--- src/rtl/i_mem_loader_pkg.sv ---
// Shared definitions for the instruction-memory loader.
//   state_t        : loader FSM states (IDLE, RECV, WRITE, DONE)
//   BYTE_W         : width of one stream byte
//   BYTES_PER_WORD : stream bytes assembled into one instruction word
//   is_last_byte() : true when a byte counter value marks the final byte of a word
package i_mem_loader_pkg;

  localparam int unsigned BYTE_W         = 8;
  localparam int unsigned BYTES_PER_WORD = 4;
  localparam int unsigned WORD_W         = BYTE_W * BYTES_PER_WORD;
  localparam int unsigned BCNT_W         = $clog2(BYTES_PER_WORD);

  typedef enum logic [1:0] {
    IDLE  = 2'd0,
    RECV  = 2'd1,
    WRITE = 2'd2,
    DONE  = 2'd3
  } state_t;

  function automatic logic is_last_byte(input logic [BCNT_W-1:0] cnt);
    return cnt == BCNT_W'(BYTES_PER_WORD - 1);
  endfunction

endpackage

--- src/rtl/i_mem_loader_if.sv ---
// Bus bundle between a host (byte stream source / loader control) and the
// instruction-memory loader, including the memory write port and status.
//   start, n_words          : load request and word count
//   in_valid, in_data       : byte stream, in_ready returned by the loader
//   wr_en, wr_addr, wr_data : single-cycle instruction memory write port
//   cpu_hold, done, error   : loader status
// modport master : host side (drives request and stream)
// modport slave  : loader side
interface i_mem_loader_if
  import i_mem_loader_pkg::*;
#(
  parameter int tamanho       = 32,
  parameter int enderecamento = 10
);

  logic                   start;
  logic [enderecamento:0] n_words;
  logic                   in_valid;
  logic [BYTE_W-1:0]      in_data;
  logic                   in_ready;
  logic                   wr_en;
  logic [tamanho-1:0]     wr_addr;
  logic [tamanho-1:0]     wr_data;
  logic                   cpu_hold;
  logic                   done;
  logic                   error;

  modport master (
    output start, n_words, in_valid, in_data,
    input  in_ready, wr_en, wr_addr, wr_data, cpu_hold, done, error
  );

  modport slave (
    input  start, n_words, in_valid, in_data,
    output in_ready, wr_en, wr_addr, wr_data, cpu_hold, done, error
  );

endinterface

--- src/rtl/i_mem_loader_word_assembler.sv ---
// Collects stream bytes (most significant first) into 32-bit words.
//   clk, rst   : clock and synchronous active-high reset
//   clear      : synchronous restart of the byte position (new load)
//   byte_valid : a byte is transferred this cycle
//   byte_data  : the transferred byte
//   word_ready : this transfer completes a word (combinational pulse)
//   word       : the completed word, valid while word_ready is high
module i_mem_loader_word_assembler
  import i_mem_loader_pkg::*;
(
  input  logic              clk,
  input  logic              rst,
  input  logic              clear,
  input  logic              byte_valid,
  input  logic [BYTE_W-1:0] byte_data,
  output logic              word_ready,
  output logic [WORD_W-1:0] word
);

  // Only the three earlier bytes of a word need to be held; the fourth is
  // taken straight from the input so the word is available on the same
  // cycle as its last transfer, which keeps the write one cycle later.
  logic [WORD_W-BYTE_W-1:0] shift;
  logic [BCNT_W-1:0]        byte_cnt;

  assign word_ready = byte_valid && is_last_byte(byte_cnt);
  assign word       = {shift, byte_data};

  always_ff @(posedge clk) begin
    if (rst || clear) begin
      shift    <= '0;
      byte_cnt <= '0;
    end else if (byte_valid) begin
      shift    <= {shift[WORD_W-2*BYTE_W-1:0], byte_data};
      byte_cnt <= byte_cnt + 1'b1;
    end
  end

endmodule

--- src/rtl/i_mem_loader.sv ---
// Instruction memory loader: receives a byte stream, assembles big-endian
// words and writes them at consecutive word-aligned byte addresses from 0,
// holding the processor in reset while the load is in progress.
//   clock : system clock, rising edge
//   reset : synchronous active-high reset
//   bus   : i_mem_loader_if slave port
//           (start/n_words request, in_valid/in_data/in_ready stream,
//            wr_en/wr_addr/wr_data write port, cpu_hold/done/error status)
// Parameters: tamanho (write port width), enderecamento (word-address bits),
//             PALAVRAS (maximum words written per load).
module i_mem_loader
  import i_mem_loader_pkg::*;
#(
  parameter int tamanho       = 32,
  parameter int enderecamento = 10,
  parameter int PALAVRAS      = 64
)(
  input  logic           clock,
  input  logic           reset,
  i_mem_loader_if.slave  bus
);

  typedef logic [enderecamento:0] cnt_t;
  typedef logic [tamanho-1:0]     word_t;

  localparam cnt_t MAX_WORDS = cnt_t'(PALAVRAS);

  state_t      state;
  cnt_t        n_eff;
  cnt_t        word_idx;
  cnt_t        n_clamped;
  cnt_t        next_idx;
  logic        start_ok;
  logic        xfer;
  logic        word_ready;
  logic [WORD_W-1:0] word;

  logic        wr_en_r;
  word_t       wr_addr_r;
  word_t       wr_data_r;
  logic        cpu_hold_r;
  logic        done_r;
  logic        error_r;

  assign n_clamped = (bus.n_words > MAX_WORDS) ? MAX_WORDS : bus.n_words;
  assign next_idx  = word_idx + 1'b1;
  assign start_ok  = bus.start && (state == IDLE || state == DONE);
  assign xfer      = bus.in_valid && bus.in_ready;

  i_mem_loader_word_assembler u_asm (
    .clk        (clock),
    .rst        (reset),
    .clear      (start_ok),
    .byte_valid (xfer),
    .byte_data  (bus.in_data),
    .word_ready (word_ready),
    .word       (word)
  );

  always_ff @(posedge clock) begin
    if (reset) begin
      state      <= IDLE;
      n_eff      <= '0;
      word_idx   <= '0;
      wr_en_r    <= 1'b0;
      wr_addr_r  <= '0;
      wr_data_r  <= '0;
      cpu_hold_r <= 1'b0;
      done_r     <= 1'b0;
      error_r    <= 1'b0;
    end else begin
      wr_en_r <= 1'b0;
      case (state)
        IDLE, DONE: begin
          if (bus.start) begin
            n_eff    <= n_clamped;
            error_r  <= (bus.n_words > MAX_WORDS);
            word_idx <= '0;
            if (n_clamped == '0) begin
              state      <= DONE;
              done_r     <= 1'b1;
              cpu_hold_r <= 1'b0;
            end else begin
              state      <= RECV;
              done_r     <= 1'b0;
              cpu_hold_r <= 1'b1;
            end
          end
        end
        RECV: begin
          // The write strobe and its address/data are registered on the
          // edge that accepts the final byte, so they are valid in WRITE.
          if (word_ready) begin
            state     <= WRITE;
            wr_en_r   <= 1'b1;
            wr_addr_r <= word_t'({word_idx, 2'b00});
            wr_data_r <= word_t'(word);
          end
        end
        WRITE: begin
          word_idx <= next_idx;
          if (next_idx == n_eff) begin
            state      <= DONE;
            done_r     <= 1'b1;
            cpu_hold_r <= 1'b0;
          end else begin
            state <= RECV;
          end
        end
        default: state <= IDLE;
      endcase
    end
  end

  assign bus.in_ready = (state == RECV);
  assign bus.wr_en    = wr_en_r;
  assign bus.wr_addr  = wr_addr_r;
  assign bus.wr_data  = wr_data_r;
  assign bus.cpu_hold = cpu_hold_r;
  assign bus.done     = done_r;
  assign bus.error    = error_r;

endmodule

--- src/flat_wrapper.sv ---
// flat-port wrapper written by rule: the top's interface ports become plain ports
module i_mem_loader_flat import i_mem_loader_pkg::*;
#(
  parameter int tamanho       = 32,
  parameter int enderecamento = 10,
  parameter int PALAVRAS      = 64
)
  (clock, reset, bus_start, bus_n_words, bus_in_valid, bus_in_data, bus_in_ready, bus_wr_en, bus_wr_addr, bus_wr_data, bus_cpu_hold, bus_done, bus_error);
  i_mem_loader_if #(.tamanho(tamanho), .enderecamento(enderecamento)) bus_i ();
  input  logic clock;
  input  logic reset;
  input wire logic [$bits(bus_i.start)-1:0] bus_start;
  input wire logic [$bits(bus_i.n_words)-1:0] bus_n_words;
  input wire logic [$bits(bus_i.in_valid)-1:0] bus_in_valid;
  input wire logic [$bits(bus_i.in_data)-1:0] bus_in_data;
  output wire logic [$bits(bus_i.in_ready)-1:0] bus_in_ready;
  output wire logic [$bits(bus_i.wr_en)-1:0] bus_wr_en;
  output wire logic [$bits(bus_i.wr_addr)-1:0] bus_wr_addr;
  output wire logic [$bits(bus_i.wr_data)-1:0] bus_wr_data;
  output wire logic [$bits(bus_i.cpu_hold)-1:0] bus_cpu_hold;
  output wire logic [$bits(bus_i.done)-1:0] bus_done;
  output wire logic [$bits(bus_i.error)-1:0] bus_error;
  assign bus_i.start = bus_start;
  assign bus_i.n_words = bus_n_words;
  assign bus_i.in_valid = bus_in_valid;
  assign bus_i.in_data = bus_in_data;
  assign bus_in_ready = bus_i.in_ready;
  assign bus_wr_en = bus_i.wr_en;
  assign bus_wr_addr = bus_i.wr_addr;
  assign bus_wr_data = bus_i.wr_data;
  assign bus_cpu_hold = bus_i.cpu_hold;
  assign bus_done = bus_i.done;
  assign bus_error = bus_i.error;
  i_mem_loader #(.tamanho(tamanho), .enderecamento(enderecamento), .PALAVRAS(PALAVRAS)) u_core (.clock(clock), .reset(reset), .bus(bus_i));
endmodule
--- config.mk ---
export PLATFORM = sky130hd
export DESIGN_NAME = i_mem_loader_flat
export DESIGN_NICKNAME = d
export VERILOG_FILES = /design/src/rtl/i_mem_loader_pkg.sv /design/src/rtl/i_mem_loader_if.sv /design/src/rtl/i_mem_loader_word_assembler.sv /design/src/rtl/i_mem_loader.sv /design/src/flat_wrapper.sv
export SDC_FILE = /design/constraint.sdc
export NUM_CORES = 1
export LEC_CHECK = 0
export CORE_MARGIN = 1
export CORE_UTILIZATION = 55
export CTS_BUF_LIST = sky130_fd_sc_hd__clkbuf_8
export DETAILED_ROUTE_END_ITERATION = 10
export DONT_BUFFER_PORTS = 1
export PLACE_DENSITY = 0.76
export SLEW_MARGIN = 20
export SYNTH_ARGS = -nofsm -noshare
export SYNTH_HDL_FRONTEND = slang
export SYNTH_HIERARCHICAL = 1
export SYNTH_SLANG_ARGS = --single-unit
--- constraint.sdc ---
create_clock -name clock -period 1.9 [get_ports clock]
set_input_delay 0.19 -clock clock [delete_from_list [all_inputs] [get_ports clock]]
set_output_delay 0.19 -clock clock [all_outputs]
set_load 0.01 [all_outputs]
==> flow_summary.yaml, run 1 <==
synth:
  async_flop_share_pct: 0
  avgSynthCellArea_sq_um: 8.618
  ys.flop_type: "dfxtp_1"
  syn_area_sq_um: 4309
  yosysUniqueCellTypes: 50
  synth_cells: 500
  synthTopCellsByArea: "dfxtp_1 (45%), nand2_1 (8.8%), a21oi_1 (6.0%)"
  synth_edf_count: 0
  ys_seq_area_share_pct: 45.06
  yosys.area.top_type: "dfxtp_1"
  yosys_warnings: 6
  synth_top_area_share_pct: 45.06
  ys_seq_elements: 97
cts:
  clk_pin_slew_worst_paths_ps: 100
  ctsHtreeMaxLevel: 3
  cts_buffer_depth: 2
  numCtsBuffers: 9
  cts_hold_buffers: 8
  cts_tree: "built"
  worst_skew_pair.late_latency_ps: 360
  clkSinkCount: 97
  root_buffer: "clkbuf_8"
layout:
  syn_to_final_growth_pct: 9.233
  mostFrequentLayoutCells: "nand2_1 (101), dfxtp_1 (91), nor2_1 (53)"
  antennaDiodeCount: 0
  fin_nets: 539
  final_area_sq_um: 4707
  layout_commonest_cell: "nand2_1"
  drive_above_1_share_pct: 15.12
  fin_cells: 615
sta:
  finalSetupViolCount: 2
  finalCritPeriodShare_pct: 103.1
  fin_setup_tns_ps: -94.42
  fin_ws_ps: -57.96
  fmax_mhz: 510.7
  finalHoldWorstSlack_ps: -115.3
  period_minus_slack_ps: 1958
  rsz0062_at_grt: "true"
  finalHoldViolCount: 63
  fin_skew_ps: 12.37
  slew_violations: 0
placement:
  place_inst: 588
  hpwl_um: 5979
  port-buffer-count: 0
  place_ws_ps: -143.1
  placed_area_sq_um: 4350
  gp_congestion: 0.9346
floorplanning:
  initial_core_util_pct: 58.17
  fp-row-count: 31
  floorplan.die_area_sq_um: 8193
  coreArea_sq_um: 7408
  ios: 92
  die_height_um: 90.52
  die_w_um: 90.52
worst_setup_path:
  path_max_fanout: 5
  worstPathCellList: "nand4_4 -> or3_1 -> a21oi_1 -> o221ai_1 -> or4b_4 -> o2bb2ai_2"
  critical_path_class: "register to register"
  cpPeakStageDelay_ps: 580
  startpoint_type: "register"
  worst_ep_arrival_time_ps: 2220
  end_kind: "register"
  reg2reg_slack_ps: -60
  crit_slowest_cell: "or4b_4"
  crit_required_ps: 2170
global_route:
  grt_pass1_wl_um: 14920
  grt_use_total_pct: 22.75
  grt_pass1_vias: 3096
  grt_overflow: 0
  antenna_found_initial: 0
  grt_max_degree: 67
power:
  clockPowerShare_pct: 29.8
  pwr-share-seq_pct: 48.8
  power_switching_mw: 1.382
  pwr-share-comb_pct: 21.5
  cellLeakagePower_nw: 1.732
  ir_drop_mv: 0.8868
  p_per_area_nw_per_um2: 960.2
  power_switching_share_pct: 30.58
  p_int_mw: 3.137
  finalPower_mw: 4.519
run_status:
  outcome: "complete, but fails checks"
  violations: "negative hold slack, negative setup slack"
hold_path:
  hold_class: "input port to register"
flow_run:
  cap_violations: 0
route:
  viasPerCell: 5.416
  dr.first_iter.drc_count: 175
  firstDrtPassIters: 5
  via_count: 3331
  finalWirelength_um: 9003
  antenna_left: 0
  drcViolationCount: 0
  routedWlPerCell_um: 14.64
==> synth_stat cells (all sizes together) (2+ instances only) <==
cell type	number
nor3	6
a2bb2oi	6
xnor2	10
inv	7
nor2b	3
a21oi	53
buf	38
nor4	2
nand3	5
and3	6
and4	2
o221ai	3
xor2	5
and2	3
nand2b	3
dfxtp	97
or2	3
ha	5
nor2	55
nand4	2
mux2i	26
nand2	101
o21ai	8
o22ai	4
a22oi	10
clkbuf	24
or2b	2
==> critical path, delay by kind of cell, from the launching register on <==
family           cells  cell delay [ps]
AO/OA/AOI/OAI        3              410
flip-flops           1              400
AND/OR/NAND/NOR      3             1060
==> per-layer routing <==
| metal | GRT usage [%] | share of wire, % | wire (um) |
|---|---|---|---|
| met1 | 29.85 | 45 | 4020 |
| met2 | 33.96 | 45 | 4082 |
| met5 | 0 | 0 | 0 |
| met3 | 7.155 | 7.7 | 697 |
| met4 | 10.62 | 2.2 | 202 |
==> worst paths after layout <==
check / start / endpoint / cells after the start
max: u_core/word_idx[1] / u_core/bus.cpu_hold / 6
min: reset / u_core/n_eff[1] / 1
max reg2reg: u_core/word_idx[1] / u_core/bus.cpu_hold / 6
min reg2reg: u_core/u_asm/shift[21] / u_core/bus.wr_data[29] / 2
==> power by group through the flow <==
stage | combinational (mW) | clock (mW) | sequential, mW
finish | 0.970 | 1.35 | 2.20
detailed placement | 0.923 | 0 | 2.24
global route | 1.06 | 1.46 | 2.22
floorplan | 0.795 | 0 | 2.23
CTS | 0.951 | 1.37 | 2.20
global placement | 0.903 | 0 | 2.24
==> cell families (layout without fill, tap and decap cells) <==
family	count (synthesis)	in the layout	synth area share, %
simple gates	196	196	20.15
xor+xnor	15	15	3.049
buf+inv	69	65	11.21
mux	27	27	6.301
other cells	1	21	0.08702
fa+ha+maj	5	5	1.452
compound gates	90	90	12.69
flops	97	97	45.06
==> cell type report <==
type	instances	area (sq um)
tap	99	123.9
sequential	97	1957
multi-input combinational	354	2044
inverter	7	26.28
clock inverter	7	71.32
fill	622	2701
clock buffer	9	123.9
timing repair buffer	42	360.3
==> repair_timing <==
item | CTS | global route
setup endpoints to repair | 3 | 5
pin swaps | 4 | 8
setup buffers | 2 | 1
hold endpoints to repair | 72 | 64
resized for setup | 6 | 8
==> flip-flops by register name, summed over array words and instances (netlist names), 2 cells and up <==
signal,cells
u_core/u_asm/shift,24
u_core/bus.wr_addr,11
u_core/n_eff,11
u_core/bus.wr_data,32
u_core/state,2
u_core/u_asm/byte_cnt,2
u_core/word_idx,11
==> metrics by stage <==
step,hold slack [ps],util (%)
after CTS,-132.6,62.91
after global routing,-142.5,63.54
after floorplan,337.2,-
after global placement,262.2,58.72
final,-115.3,63.54
after detailed placement,265.3,58.72
Note: power is estimated with default switching activity, not from simulation.
==> inputs of run 2 (changes only) <==
PLACE_DENSITY = 0.73   (was 0.76)
==> flow_summary.yaml, run 2 (synthesized netlist as in run 1, its figures left out) <==
run_status:
  outcome: "complete, but fails checks"
  violations: "negative hold slack, negative setup slack"
cts:
  clkSinkCount: 97
  numCtsBuffers: 9
  cts_buffer_depth: 2
  post_cts_buffers: 0
  ctsHtreeMaxLevel: 3
  root_buffer: "clkbuf_8"
  cts_hold_buffers: 9
  cts_tree: "built"
  clk_pin_slew_worst_paths_ps: 100
  worst_skew_pair.late_latency_ps: 380
global_route:
  grt_use_total_pct: 22.93
  grt_use_met3_pct: 5.471
  antenna_found_initial: 0
  grt_pass1_vias: 3192
  grt-busiest-layer: "met2"
  gr-usage-met2_pct: 35.23
  grt_util_met1_pct: 30.27
  grt_overflow: 0
  grt_pass1_wl_um: 15040
  grt_max_degree: 67
placement:
  gp_congestion: 0.9086
  port-buffer-count: 0
  placed_area_sq_um: 4343
  place_inst: 587
  hpwl_um: 6073
sta:
  rsz0062_at_grt: "true"
  fin_ws_ps: -86.27
  finalSetupViolCount: 3
  fin_skew_ps: 17.69
  period_minus_slack_ps: 1986
  finalCritPeriodShare_pct: 104.5
  fmax_mhz: 503.5
  slew_violations: 0
  finalHoldViolCount: 64
  finalHoldWorstSlack_ps: -130.4
layout:
  fin_cells: 612
  final_area_sq_um: 4681
  syn_to_final_growth_pct: 8.624
  largest_reg_flops: 32
  drive_above_1_share_pct: 14.62
  fin_util_pct: 63.18
  antennaDiodeCount: 0
  mostFrequentLayoutCells: "nand2_1 (101), dfxtp_1 (88), nor2_1 (53)"
  layout_commonest_cell: "nand2_1"
  fin_nets: 536
power:
  ir_drop_mv: 0.8476
  p_per_area_nw_per_um2: 963.1
  cellLeakagePower_nw: 1.713
floorplanning:
  die_height_um: 90.52
  floorplan.die_area_sq_um: 8193
  fp-row-count: 31
  die_w_um: 90.52
  coreArea_sq_um: 7408
  initial_core_util_pct: 58.17
  ios: 92
route:
  routedWlPerCell_um: 14.59
  drcViolationCount: 0
  dr.first_iter.drc_count: 278
  antenna_left: 0
  finalWirelength_um: 8929
  firstDrtPassIters: 4
  viasPerCell: 5.340
  via_count: 3268
worst_setup_path:
  worst-path-buf-inv: 0
  startpoint_type: "register"
  end_kind: "register"
  path_delay_family: "simple AND/OR/NAND/NOR gates"
  cpPeakStageDelay_ps: 610
  worst_ep_arrival_time_ps: 2260
  path_max_fanout: 5
  crit_required_ps: 2170
  worstPathCellList: "nand4_4 -> or3_1 -> a21oi_1 -> o221ai_1 -> or4b_4 -> o2bb2ai_2"
  critical_path_class: "register to register"
  crit_slowest_cell: "or4b_4"
flow_run:
  cap_violations: 0
hold_path:
  hold_class: "input port to register"
[run 2: cell count changes in the layout (fill, tap and decap cells not counted), sizes merged]
cell and delta:
clkinv +1, bufinv -1, buf -4, dlygate4sd3 +1
[run 2: cell type report]
| cell class | count | area [sq um] |
|---|---|---|
| Sequential cell | 97 | 1961 |
| Clock inverter | 7 | 81.33 |
| Tap cell | 99 | 123.9 |
| Fill cell | 652 | 2728 |
| Multi-Input combinational cell | 354 | 2021 |
| Timing Repair Buffer | 39 | 344.1 |
| Clock buffer | 9 | 123.9 |
| Inverter | 7 | 26.28 |
[run 2: what timing repair did]
item / CTS / global route
gates resized for setup: 4 / 10
endpoints found under the hold margin: 73 / 64
pin swaps: 1 / 11
endpoints found under the setup margin: 3 / 4
[run 2: stage by stage]
step / hold WS, ps / TNS (ps) / power [mW] / setup slack [ps]
3_5_place_dp: 261.8 / -274.0 / 3.164 / -131.3
2_1_floorplan: 337.2 / -8.416 / 3.025 / -8.416
5_1_grt: -152.8 / -335.6 / 4.730 / -129.6
3_3_place_gp: 262.0 / -185.4 / 3.142 / -105.8
4_1_cts: -144.8 / -48.17 / 4.527 / -48.17
6_report: -130.4 / -168.3 / 4.508 / -86.27
[run 2: worst paths after layout]
check | startpoint | end | slack, ps | cells past startpoint
setup reg to reg | u_core/word_idx[1] | u_core/bus.cpu_hold | -90 | 6
setup / recovery | u_core/word_idx[1] | u_core/bus.cpu_hold | -90 | 6
hold / removal | reset | u_core/state[0] | -130 | 1
hold reg to reg | u_core/u_asm/shift[21] | u_core/bus.wr_data[29] | 460 | 2
[run 2: metal layers]
layer | vias to the layer above | wire length [um]
li1 | 1631 | -
met1 | 1515 | 4149
met2 | 106 | 3994
met3 | 16 | 579
met4 | 0 | 206
met5 | - | 0
[run 2: worst reg2reg max path, delay by kind of cell, from the launching register on]
kind / cells / cell delay (ps)
flip-flops: 1 / 400
AND/OR/NAND/NOR: 3 / 1070
AO/OA/AOI/OAI: 3 / 420
[run 2: power by group]
group	switching, mW	internal, mW
sequential	0.0842	2.12
clock	0.823	0.528
combinational	0.559	0.399
